## config.mk

```make
export PLATFORM = sky130hd
export DESIGN_NAME = lcd_nibble_sequencer
export DESIGN_NICKNAME = d
export VERILOG_FILES = /design/src/rtl/lcd_pkg.sv /design/src/rtl/lcd_delay_timer.sv /design/src/rtl/lcd_nibble_sequencer.sv
export SDC_FILE = /design/constraint.sdc
export NUM_CORES = 1
export LEC_CHECK = 0
export BUFFER_PORTS_ARGS = -buffer_cell sky130_fd_sc_hd__buf_2
export CAP_MARGIN = 25
export CORE_AREA = 4 4 65 67
export DETAILED_ROUTE_END_ITERATION = 10
export DIE_AREA = 0 0 69 71
export PLACE_DENSITY = 0.84
export SLEW_MARGIN = 20
export SYNTH_ARGS = -nofsm -noshare
export SYNTH_HDL_FRONTEND = slang
export SYNTH_HIERARCHICAL = 1
export SYNTH_SLANG_ARGS = --single-unit
```

## constraint.sdc

```tcl
create_clock -name clk -period 3.05 [get_ports clk]
set_input_delay 0.305 -clock clk [delete_from_list [all_inputs] [get_ports clk]]
set_output_delay 0.305 -clock clk [all_outputs]
set_load 0.01 [all_outputs]
```

## src/rtl/lcd_pkg.sv

```systemverilog
// Shared constants and helpers for the HD44780 4-bit-mode path through a PCF8574 expander.
package lcd_pkg;

    localparam int RS_BIT     = 0;
    localparam int RW_BIT     = 1;
    localparam int EN_BIT     = 2;
    localparam int BL_BIT     = 3;
    localparam int DATA_SHIFT = 4;

    localparam logic [7:0] CMD_CLEAR = 8'h01;
    localparam logic [7:0] CMD_HOME  = 8'h02;

    localparam int DEF_SHORT_DELAY = 50;
    localparam int DEF_LONG_DELAY  = 2000;
    localparam int MIN_CNT_W       = 11;

    typedef enum logic [1:0] {
        ST_IDLE,
        ST_ISSUE,
        ST_WAIT,
        ST_DELAY
    } seq_state_t;

    function automatic logic [7:0] port_byte(
        input logic [3:0] nib,
        input logic       en,
        input logic       bl,
        input logic       rs
    );
        logic [7:0] b;
        b         = 8'(nib) << DATA_SHIFT;
        b[RS_BIT] = rs;
        b[RW_BIT] = 1'b0;
        b[EN_BIT] = en;
        b[BL_BIT] = bl;
        return b;
    endfunction

    // 8'h03 decodes as return-home on the controller, so it gets the long wait too.
    function automatic logic is_slow_cmd(
        input logic       rs,
        input logic [7:0] cmd,
        input logic       nib_only
    );
        return !rs && !nib_only &&
               ((cmd == CMD_CLEAR) || (cmd == CMD_HOME) || (cmd == 8'h03));
    endfunction

endpackage

```

## src/rtl/lcd_delay_timer.sv

```systemverilog
// Loadable down-counter that flags the last cycle of a post-byte execution wait.
module lcd_delay_timer #(
    parameter int W = 11
) (
    input  logic         clk,
    input  logic         rst_n,
    input  logic         i_load,
    input  logic [W-1:0] i_load_val,
    input  logic         i_en,
    output logic         o_expired
);

    logic [W-1:0] r_count;

    always_ff @(posedge clk or negedge rst_n) begin
        if (!rst_n) begin
            r_count <= '0;
        end else if (i_load) begin
            r_count <= i_load_val;
        end else if (i_en && (r_count != '0)) begin
            r_count <= r_count - W'(1);
        end
    end

    // Expiry on a count of one so a load of N spans exactly N enabled cycles.
    assign o_expired = (r_count <= W'(1));

endmodule

```

## src/rtl/lcd_nibble_sequencer.sv

```systemverilog
// Splits one HD44780 byte into EN-strobed PCF8574 port writes, then waits the execution time.
module lcd_nibble_sequencer
    import lcd_pkg::*;
#(
    parameter logic [6:0] I2C_ADDR    = 7'h27,
    parameter int         SHORT_DELAY = DEF_SHORT_DELAY,
    parameter int         LONG_DELAY  = DEF_LONG_DELAY
) (
    input  logic       clk,
    input  logic       rst_n,
    input  logic       req,
    input  logic       rs,
    input  logic [7:0] byte_in,
    input  logic       nibble_only,
    input  logic       backlight,
    output logic       ready,
    output logic       done,
    output logic       i2c_start,
    output logic [6:0] i2c_addr,
    output logic [7:0] i2c_data,
    input  logic       i2c_busy,
    input  logic       i2c_done
);

    localparam int CNT_W = ($clog2(LONG_DELAY + 1) > MIN_CNT_W) ?
                           $clog2(LONG_DELAY + 1) : MIN_CNT_W;

    seq_state_t r_state, w_state_next;

    logic       r_rs, w_rs_next;
    logic [7:0] r_byte, w_byte_next;
    logic       r_nib_only, w_nib_only_next;
    logic       r_bl, w_bl_next;
    logic       r_long, w_long_next;
    logic [1:0] r_idx, w_idx_next;
    logic [7:0] r_data, w_data_next;
    logic       r_start, w_start_next;
    logic       r_done, w_done_next;

    logic [1:0]       w_last_idx;
    logic [1:0]       w_idx_inc;
    logic [7:0]       w_following_byte;
    logic [CNT_W-1:0] w_delay;
    logic             w_tmr_load;
    logic             w_tmr_en;
    logic             w_tmr_expired;

    lcd_delay_timer #(
        .W(CNT_W)
    ) u_delay_timer (
        .clk       (clk),
        .rst_n     (rst_n),
        .i_load    (w_tmr_load),
        .i_load_val(w_delay),
        .i_en      (w_tmr_en),
        .o_expired (w_tmr_expired)
    );

    // Write index: bit1 selects low nibble, bit0 selects the EN-low half of the strobe.
    assign w_last_idx       = r_nib_only ? 2'd1 : 2'd3;
    assign w_idx_inc        = r_idx + 2'd1;
    assign w_following_byte = port_byte(w_idx_inc[1] ? r_byte[3:0] : r_byte[7:4],
                                        ~w_idx_inc[0], r_bl, r_rs);
    assign w_delay          = r_long ? CNT_W'(LONG_DELAY) : CNT_W'(SHORT_DELAY);

    always_ff @(posedge clk or negedge rst_n) begin
        if (!rst_n) begin
            r_state    <= ST_IDLE;
            r_rs       <= 1'b0;
            r_byte     <= 8'h00;
            r_nib_only <= 1'b0;
            r_bl       <= 1'b0;
            r_long     <= 1'b0;
            r_idx      <= 2'd0;
            r_data     <= 8'h00;
            r_start    <= 1'b0;
            r_done     <= 1'b0;
        end else begin
            r_state    <= w_state_next;
            r_rs       <= w_rs_next;
            r_byte     <= w_byte_next;
            r_nib_only <= w_nib_only_next;
            r_bl       <= w_bl_next;
            r_long     <= w_long_next;
            r_idx      <= w_idx_next;
            r_data     <= w_data_next;
            r_start    <= w_start_next;
            r_done     <= w_done_next;
        end
    end

    always_comb begin
        w_state_next    = r_state;
        w_rs_next       = r_rs;
        w_byte_next     = r_byte;
        w_nib_only_next = r_nib_only;
        w_bl_next       = r_bl;
        w_long_next     = r_long;
        w_idx_next      = r_idx;
        w_data_next     = r_data;
        w_start_next    = 1'b0;
        w_done_next     = 1'b0;
        w_tmr_load      = 1'b0;
        w_tmr_en        = 1'b0;

        unique case (r_state)
            ST_IDLE: begin
                if (req) begin
                    w_rs_next       = rs;
                    w_byte_next     = byte_in;
                    w_nib_only_next = nibble_only;
                    w_bl_next       = backlight;
                    w_long_next     = is_slow_cmd(rs, byte_in, nibble_only);
                    w_idx_next      = 2'd0;
                    w_data_next     = port_byte(byte_in[7:4], 1'b1, backlight, rs);
                    w_state_next    = ST_ISSUE;
                end
            end
            ST_ISSUE: begin
                if (!i2c_busy) begin
                    w_start_next = 1'b1;
                    w_state_next = ST_WAIT;
                end
            end
            ST_WAIT: begin
                // Port byte changes only here, after the writer has finished sampling it.
                if (i2c_done) begin
                    if (r_idx != w_last_idx) begin
                        w_idx_next   = w_idx_inc;
                        w_data_next  = w_following_byte;
                        w_state_next = ST_ISSUE;
                    end else if (w_delay == '0) begin
                        w_done_next  = 1'b1;
                        w_state_next = ST_IDLE;
                    end else begin
                        w_tmr_load   = 1'b1;
                        w_state_next = ST_DELAY;
                    end
                end
            end
            ST_DELAY: begin
                w_tmr_en = 1'b1;
                if (w_tmr_expired) begin
                    w_done_next  = 1'b1;
                    w_state_next = ST_IDLE;
                end
            end
            default: begin
                w_state_next = ST_IDLE;
            end
        endcase
    end

    assign ready     = (r_state == ST_IDLE);
    assign done      = r_done;
    assign i2c_start = r_start;
    assign i2c_addr  = I2C_ADDR;
    assign i2c_data  = r_data;

endmodule

```

==> reports/qor.yml, run 1 <==
clocking:
  insertion_delay_ps: 290
  path_clk_slew_ps: 70
  cts_max_path_buffers: 2
  cts_made_buffers: 5
  root_buffer: "clkbuf_8"
  ctsResizeCount: 0
  cts.sinks: 36
  cts_setup_buffers: 0
  cts_tree: "built"
  hold_buffers: 0
  cts-htree-levels: 2
logic_synthesis:
  async_flop_share_pct: 100.0
  ys_types: 50
  yosysWarnings: 6
  ys_ff_latch: 36
  post_synth_fa_ha_maj_area_fraction_pct: 1.245
  netlist_area_um2: 2009
  synth_xor_area_share_pct: 2.179
  synthSimpleGateAreaFrac_pct: 17.43
  synth_flop_cell: "dfrtp_1"
  seq_area_frac_synth_pct: 44.83
  synthCells: 190
  synth.avg_cell_area_um2: 10.58
  synth_edf_count: 0
  synth_compound_area_share_pct: 13.01
  synth_top_family_by_area: "simple AND/OR/NAND/NOR gates"
  synth_mux_area_share_pct: 14.38
sta:
  report.final.slew_viol_count: 0
  finalCriticalPeriod_ps: 2098
  setup_tns_ps: 0
  worst_slew_pin_slew_ps: 802.9
  hold_ws_ps: 103.8
  clock.fmax_mhz: 476.7
  rsz0062_at_grt: "false"
  post-route-period-util_pct: 68.78
  final-hold-violation-count: 0
  setup_viol: 0
  fin_ws_ps: 952.1
  fin_skew_ps: 3.919
  relSlewSlack_pct: 46.47
run:
  drv_cap: 0
setup_path:
  critPathSlowestCell: "and3_1"
  crit_type: "flip-flop to flip-flop"
  cp.arrival_ps: 2270
  crit_fanout: 26
  ff2ff_path_depth: 5
  start_kind: "flip-flop"
  critPathMaxStageDelay_ps: 450
  required_ps: 3220
  path_cells: "buf_4 -> and3b_1 -> and3_1 -> clkinv_1 -> mux2_2"
  crit_path_end_kind: "flip-flop"
drt:
  drc: 0
  wire_per_inst_um: 15.00
  routed_via_density: 5.631
  vias: 1526
  wirelength_um: 4065
  ant_nets: 0
  drt_iter0_drc: 141
  firstDrtPassIters: 4
layout:
  syn_to_final_growth_pct: 12.95
  layout-drive-gt1-share_pct: 26.91
  diodes: 0
  final_common_cell: "dfrtp_1"
  nNetsFinal: 240
  mostFrequentLayoutCells: "dfrtp_1, buf_2, mux2_2"
  n_fill_cell: 314
place:
  hpwl_um: 2864
  gp_congestion: 0.8335
  portBuffers: 25
  dpl_worst_slack_ps: 978.7
pwr:
  powerDensity_nw_per_um2: 923.6
  ir_worst_vdd_mv: 0.5368
  p_leak_nw: 0.9871
die:
  start_util_pct: 55.30
  io_pins: 34
  rows: 22
  fp.dieW_um: 69
  core-area_um2: 3633
  die_h_um: 71
  die_area_um2: 4899
grt:
  gr-usage-all-layers_pct: 17.76
  antenna_found_initial: 0
  grt_pass1_wl_um: 6913
  grt_max_degree: 37
  grt_pass1_vias: 1415
  grt-ovfl-total: 0
outcome:
  status: "completed"
min_path:
  hp-class: "input pin to async pin"
## critical path, delay by kind of cell (launching register included)
kind                   cells  cell delay [ps]
multiplexers               1              350
AND/OR/NAND/NOR            2              720
buffers and inverters      2              530
flip-flops                 1              370
## synthesized netlist by cell type (2+ instances only)
| cell | number | area, um2 |
|---|---|---|
| buf_4 | 8 | 60.06 |
| mux2i_1 | 2 | 20.02 |
| dfrtp_1 | 36 | 900.9 |
| mux2_2 | 18 | 202.7 |
| o31ai_1 | 2 | 15.01 |
| nand3b_1 | 8 | 60.06 |
| a32oi_1 | 4 | 35.03 |
| nand2_1 | 10 | 37.54 |
| nor2b_1 | 8 | 50.05 |
| a21oi_1 | 6 | 30.03 |
| a211o_1 | 2 | 17.52 |
| nor3b_1 | 4 | 30.03 |
| nor3_1 | 9 | 45.04 |
| buf_2 | 3 | 15.01 |
| ha_1 | 2 | 25.02 |
| nor4_1 | 3 | 18.77 |
| and3_1 | 2 | 12.51 |
| mux2_4 | 2 | 30.03 |
| nor2_1 | 5 | 18.77 |
| a31oi_1 | 3 | 18.77 |
| conb_1 | 2 | 7.510 |
| inv_1 | 10 | 37.54 |
| o21ai_0 | 8 | 40.04 |
| xnor2_1 | 4 | 35.03 |
| clkbuf_1 | 4 | 15.01 |
## stage by stage
stage	power, mW	utilization [%]	area (um2)	cells
after global placement	1.722	59.99	2180	263
final	2.096	62.47	2270	271
after floorplan	1.512	-	2047	200
after CTS	2.114	62.47	2270	271
after global routing	2.262	62.47	2270	271
after detailed placement	1.757	59.99	2180	263
## layout make-up
cell class                 count  area (um2)  share of cell area [%]
timing repair buffer          30       162.7                   7.166
clock buffer                   8       90.09                   3.969
sequential                    36       900.9                   39.69
tap                           48       60.06                   2.646
multi-input combinational    138        1015                   44.71
inverter                      11       41.29                   1.819
## flip-flops by register name, summed over array words and instances (netlist names)
register / flops
r_long: 1
done: 1
r_byte: 8
r_rs: 1
i2c_data: 7
i2c_start: 1
r_bl: 1
r_state: 2
r_nib_only: 1
r_idx: 2
u_delay_timer/r_count: 11
## kinds of logic after synthesis
logic type	count (synthesis)
and+or+nand+nor	58
other	2
xor gates and xnor gates	5
DFF	36
adders and majority gates	2
buffers and inverters	26
AOI/OAI and AO/OA	37
muxes	24
## layer usage
layer	track usage [%]	part of all wire [%]
met1	23.10	44
met2	28.50	50
met3	4.830	4.6
met4	6.508	1.6
met5	0	0
## power breakdown
group          total, mW  switching (mW)  internal (mW)
Sequential         0.879           0.177          0.702
Clock              0.344           0.160          0.184
Combinational      0.873           0.443          0.430
Total               2.10           0.780           1.32
## final timing paths
check	from	end	slack [ps]
min in group clk	byte_in[0]	r_byte[0]	270
max	r_state[0]	u_delay_timer/r_count[1]	950
min reg2reg	r_nib_only	r_idx[1]	510
max reg2reg	r_state[0]	u_delay_timer/r_count[1]	950
min	rst_n	r_byte[6]	100
max in group asynchronous	rst_n	r_idx[0]	2440
(Power assumes the default switching activity.)
==> run 2, diff against run 1 <==
==> constraint.sdc (replaced) <==
create_clock -name clk -period 2.04 [get_ports clk]
set_input_delay 0.204 -clock clk [delete_from_list [all_inputs] [get_ports clk]]
set_output_delay 0.204 -clock clk [all_outputs]
set_load 0.01 [all_outputs]
==> reports/qor.yml, run 2 (synthesized netlist as in run 1, its figures left out) <==
clocking:
  ctsResizeCount: 0
  cts-htree-levels: 2
  cts_made_buffers: 5
  cts_setup_buffers: 0
  cts.sinks: 36
  hold_buffers: 0
  path_clk_slew_ps: 70
  root_buffer: "clkbuf_8"
  cts_tree: "built"
  insertion_delay_ps: 290
  cts_max_path_buffers: 2
drt:
  routed_via_density: 5.625
  drc: 0
  wirelength_um: 4057
  drt_iter0_drc: 144
  firstDrtPassIters: 5
  vias: 1547
  wire_per_inst_um: 14.75
  ant_nets: 0
setup_path:
  start_kind: "flip-flop"
  crit_path_end_kind: "flip-flop"
  rr_startpoint: "u_delay_timer/r_count[4]"
  worst_r2r_endpoint: "u_delay_timer/r_count[9]"
  required_ps: 2250
  r2r_setup_slack_ps: 80
  crit_fanout: 6
  ff2ff_path_depth: 4
  cp.arrival_ps: 2160
  crit_type: "flip-flop to flip-flop"
layout:
  n_fill_cell: 305
  syn_to_final_growth_pct: 15.69
  final_common_cell: "dfrtp_1"
  regArea_um2: 902.1
  largest_reg_flops: 11
  nNetsFinal: 244
  top_register: "u_delay_timer/r_count"
  mostFrequentLayoutCells: "dfrtp_1, buf_2, mux2_2"
  multi_input_area_um2: 1021
  post-route-util_pct: 63.98
  layout-drive-gt1-share_pct: 29.96
  fin_cells: 275
  diodes: 0
sta:
  report.final.slew_viol_count: 0
  final-hold-violation-count: 15
  finalCriticalPeriod_ps: 1955
  worst_slew_pin_slew_ps: 779.5
  fin_skew_ps: 2.907
  clock.fmax_mhz: 511.4
  post-route-period-util_pct: 95.85
  rsz0062_at_grt: "false"
  setup_tns_ps: 0
  setup_viol: 0
  relSlewSlack_pct: 48.03
  hold_ws_ps: -11.19
pwr:
  p_sw_share_pct: 35.81
  clock_power_share_pct: 18.6
  p_switching_mw: 1.172
  p_leak_nw: 1.020
  p_int_mw: 2.101
  p_seq_share_pct: 40.5
  powerDensity_nw_per_um2: 1408
  power_frac_comb_pct: 40.8
  ir_worst_vdd_mv: 0.7624
die:
  die_h_um: 71
  io_pins: 34
  die_area_um2: 4899
  rows: 22
  start_util_pct: 55.30
  core-area_um2: 3633
  fp.dieW_um: 69
place:
  hpwl_um: 2958
  portBuffers: 25
  place_inst: 267
  gp_congestion: 0.8112
run:
  drv_cap: 0
grt:
  gr-usage-all-layers_pct: 17.90
  grt-ovfl-total: 0
  grt_max_degree: 37
  grt_pass1_wl_um: 7100
  grt_pass1_vias: 1534
  antenna_found_initial: 0
min_path:
  hp-class: "input pin to async pin"
outcome:
  violations: "hold timing"
  status: "finished with violations"
[run 2: changes by cell type in the layout (fill, tap and decap cells not counted), sizes merged]
cell / delta
clkinv: +1
buf: +4
clkbuf: -2
bufinv: +1
[run 2: power groups by stage]
stage / Clock (mW) / Sequential [mW] / Combinational [mW]
3_3_place_gp: 0 / 1.31 / 1.30
2_1_floorplan: 0 / 1.32 / 0.999
6_report: 0.610 / 1.33 / 1.34
3_5_place_dp: 0 / 1.34 / 1.34
4_1_cts: 0.627 / 1.32 / 1.35
5_1_grt: 0.650 / 1.38 / 1.50
[run 2: cell type report]
class	count	area share (%)
multi-input cells	138	43.92
clock inverters	2	1.507
inverters	11	1.776
clock buffers	6	3.122
well taps	48	2.583
flip-flops and latches	36	38.81
repair buffers	34	8.288
[run 2: routing by layer]
metal | GRT usage, % | wire (um) | up-vias | share of wire [%]
met5 | 0 | 0 | - | 0
met4 | 8.243 | 75 | 0 | 1.8
met3 | 3.693 | 225 | 7 | 5.5
met2 | 29.34 | 2014 | 55 | 50
met1 | 22.77 | 1741 | 743 | 43
li1 | - | - | 742 | -
[run 2: how the worst max path moves through the flow]
stage	startpoint	end	slack, ps
6_report	u_delay_timer/r_count[4]	u_delay_timer/r_count[9]	80
4_1_cts	u_delay_timer/r_count[4]	u_delay_timer/r_count[9]	70
5_1_grt	u_delay_timer/r_count[4]	u_delay_timer/r_count[9]	8
3_3_place_gp	u_delay_timer/r_count[4]	u_delay_timer/r_count[9]	140
3_5_place_dp	u_delay_timer/r_count[4]	u_delay_timer/r_count[9]	80
2_1_floorplan	r_state[0]	u_delay_timer/r_count[9]	-160
[run 2: stage by stage]
| step | worst slack [ps] | cell area, um2 | power (mW) |
|---|---|---|---|
| final | 84.58 | 2325 | 3.274 |
| after global routing | 7.625 | 2325 | 3.532 |
| after CTS | 69.45 | 2323 | 3.297 |
| after detailed placement | 81.63 | 2216 | 2.676 |
| after global placement | 142.1 | 2216 | 2.607 |
| after floorplan | -159.4 | 2071 | 2.316 |
[run 2: worst max-delay path: stages, from the launching register on]
cell and delay [ps]:
dfrtp_2 440, or4_1 540, or4_4 500, a211o_1 240, a31oi_1 170
==> run 3, diff against run 2 <==
--- a/config.mk
+++ b/config.mk
@@ -7,12 +7,11 @@
 export LEC_CHECK = 0
 export BUFFER_PORTS_ARGS = -buffer_cell sky130_fd_sc_hd__buf_2
 export CAP_MARGIN = 25
-export CORE_AREA = 4 4 65 67
+export CORE_AREA = 4 4 64 66
 export DETAILED_ROUTE_END_ITERATION = 10
-export DIE_AREA = 0 0 69 71
+export DIE_AREA = 0 0 68 70
 export PLACE_DENSITY = 0.84
 export SLEW_MARGIN = 20
 export SYNTH_ARGS = -nofsm -noshare
 export SYNTH_HDL_FRONTEND = slang
-export SYNTH_HIERARCHICAL = 1
 export SYNTH_SLANG_ARGS = --single-unit
==> reports/qor.yml, run 3 <==
sta:
  report.final.slew_viol_count: 0
  setup_tns_ps: 0
  rsz0062_at_grt: "false"
  worst_slew_pin_slew_ps: 792.7
  fin_skew_ps: 13.50
  finalCriticalPeriod_ps: 1885
  post-route-period-util_pct: 92.39
  fin_ws_ps: 155.3
  clock.fmax_mhz: 530.6
  relSlewSlack_pct: 47.15
  final-hold-violation-count: 0
  setup_viol: 0
grt:
  grt_max_degree: 37
  gr-usage-all-layers_pct: 17.83
  grt-ovfl-total: 0
  grt_pass1_wl_um: 6541
  grt_pass1_vias: 1436
  antenna_found_initial: 0
place:
  gp_congestion: 0.8434
  dpl_worst_slack_ps: 141.1
  portBuffers: 25
  hpwl_um: 2743
  place_inst: 248
layout:
  n_fill_cell: 306
  top_register: "u_delay_timer.r_count"
  layout-drive-gt1-share_pct: 27.96
  fin_cells: 259
  mostFrequentLayoutCells: "dfrtp_1, buf_2, nand2_1, mux2_2, inv_1"
  post-route-util_pct: 59.76
  nNetsFinal: 229
  largest_reg_flops: 11
  final_common_cell: "dfrtp_1"
  syn_to_final_growth_pct: 11.77
  diodes: 0
drt:
  ant_nets: 0
  routed_via_density: 5.672
  drt_iter0_drc: 134
  drc: 0
  wirelength_um: 3766
  wire_per_inst_um: 14.54
  firstDrtPassIters: 4
  vias: 1469
pwr:
  powerDensity_nw_per_um2: 1397
  power.total_mw: 2.988
  p_leak_nw: 0.9414
  ir_worst_vdd_mv: 0.7167
clocking:
  cts.sinks: 36
  cts_max_path_buffers: 2
  insertion_delay_ps: 350
  root_buffer: "clkbuf_4"
  cts_tree: "built"
  path_clk_slew_ps: 130
  cts_made_buffers: 5
  cts-htree-levels: 2
logic_synthesis:
  yosysMostFrequentCell: "dfrtp_1"
  synth.avg_cell_area_um2: 10.75
  async_flop_share_pct: 100.0
  yosysWarnings: 0
  netlist_area_um2: 1913
  synthCells: 178
  ys_types: 51
  synth_flop_cell: "dfrtp_1"
  synth_edf_count: 0
  synth_top_area_share_pct: 47.09
  synth_top_area_cell: "dfrtp_1"
  seq_area_frac_synth_pct: 47.09
  synth_top_cells_by_area: "dfrtp_1, mux2_2, mux2i_1, buf_4, nand2_1"
  ys_ff_latch: 36
  ys_top_cells_by_count: "dfrtp_1, mux2_2, nand2_1"
die:
  fp.dieW_um: 68
  start_util_pct: 53.46
  rows: 22
  die_h_um: 70
  core-area_um2: 3578
  die_area_um2: 4760
  io_pins: 34
setup_path:
  crit_type: "flip-flop to flip-flop"
  r2r_setup_slack_ps: 160
  ff2ff_path_depth: 6
  start_kind: "flip-flop"
  critPathMaxStageDelay_ps: 610
  cp.arrival_ps: 2160
  required_ps: 2320
  crit_path_end_kind: "flip-flop"
  worst_r2r_endpoint: "u_delay_timer.r_count[3]"
  path_cells: "inv_1 -> ha_1 -> nor4b_2 -> and3_1 -> or4_2 -> a21oi_1"
  critPathSlowestCell: "or4_2"
  crit_fanout: 5
  rr_startpoint: "u_delay_timer.r_count[0]"
min_path:
  hp-class: "input pin to flip-flop"
  min_from: "byte_in[1]"
  hold_end: "r_byte[1]"
  min_path_cells: 2
run:
  drv_cap: 0
outcome:
  status: "completed"
## run 3: changes by cell type after synthesis, sizes merged, moves of 3 or more
cell    delta
o21ai      -4
nor2       +3
nor3b      -4
mux2i      +3
nand3b     -8
nor2b      -7
o21a       +3
mux2       -9
a32oi      -4
o221ai     +4
## run 3: layout make-up
cell class	instances	area, um2	area share, %
flip-flops and latches	36	900.9	42.13
multi-input cells	124	884.6	41.37
clock inverters	3	23.77	1.112
well taps	48	60.06	2.809
clock buffers	5	37.54	1.755
inverters	9	33.78	1.580
repair buffers	34	197.7	9.245
## run 3: power by group
part / total (mW) / switching (mW) / internal [mW]
combinational: 1.25 / 0.621 / 0.632
sequential: 1.34 / 0.300 / 1.04
clock: 0.394 / 0.259 / 0.136
total: 2.99 / 1.18 / 1.81
## run 3: layer usage
| layer | part of all wire, % | global-route usage [%] | vias to the layer above | routed length [um] |
|---|---|---|---|---|
| met3 | 4.1 | 4.341 | 2 | 153 |
| met4 | 0.72 | 5.960 | 0 | 27 |
| met5 | 0 | 0 | - | 0 |
| li1 | - | - | 704 | - |
| met1 | 44 | 23.84 | 728 | 1663 |
| met2 | 51 | 27.84 | 35 | 1921 |
## run 3: what timing repair did
action                     4_1_cts  5_1_grt
hold endpoints to repair        36        1
gates resized for setup          0        0
setup endpoints to repair        0        1
hold buffers                     1        1
setup buffers                    0        1
## run 3: through the flow
step                      instance area [um2]  hold WS (ps)
after detailed placement                 2049         345.1
after floorplan                          1936        -91.59
after global placement                   2049         339.2
after global routing                     2138         67.62
after CTS                                2121         6.621
final                                    2138         91.38
## run 3: worst max-delay path by stage
| stage | from | end | slack, ps | cells after the start |
|---|---|---|---|---|
| detailed placement | u_delay_timer.r_count[0] | u_delay_timer.r_count[3] | 140 | 6 |
| global placement | u_delay_timer.r_count[0] | u_delay_timer.r_count[3] | 210 | 6 |
| global route | u_delay_timer.r_count[1] | u_delay_timer.r_count[3] | 40 | 6 |
| floorplan | u_delay_timer.r_count[0] | u_delay_timer.r_count[3] | 220 | 6 |
| CTS | u_delay_timer.r_count[0] | u_delay_timer.r_count[3] | 110 | 6 |
| finish | u_delay_timer.r_count[0] | u_delay_timer.r_count[3] | 160 | 6 |
## run 3: worst max-delay path, delay by kind of cell (launching register included)
kind | cells | cell delay, ps
buffers and inverters | 1 | 90
and+or+nand+nor | 3 | 1000
DFF | 1 | 380
AOI/OAI and AO/OA | 1 | 150
adders and majority gates | 1 | 200
## run 3: cell families after synthesis
group	Yosys count	synth area share, %
buffers and inverters	24	7.849
AOI/OAI and AO/OA	35	12.82
adders and majority gates	3	1.962
DFF	36	47.09
muxes	18	10.79
and+or+nand+nor	56	17.27
other	2	0.3926
xor gates and xnor gates	4	1.832
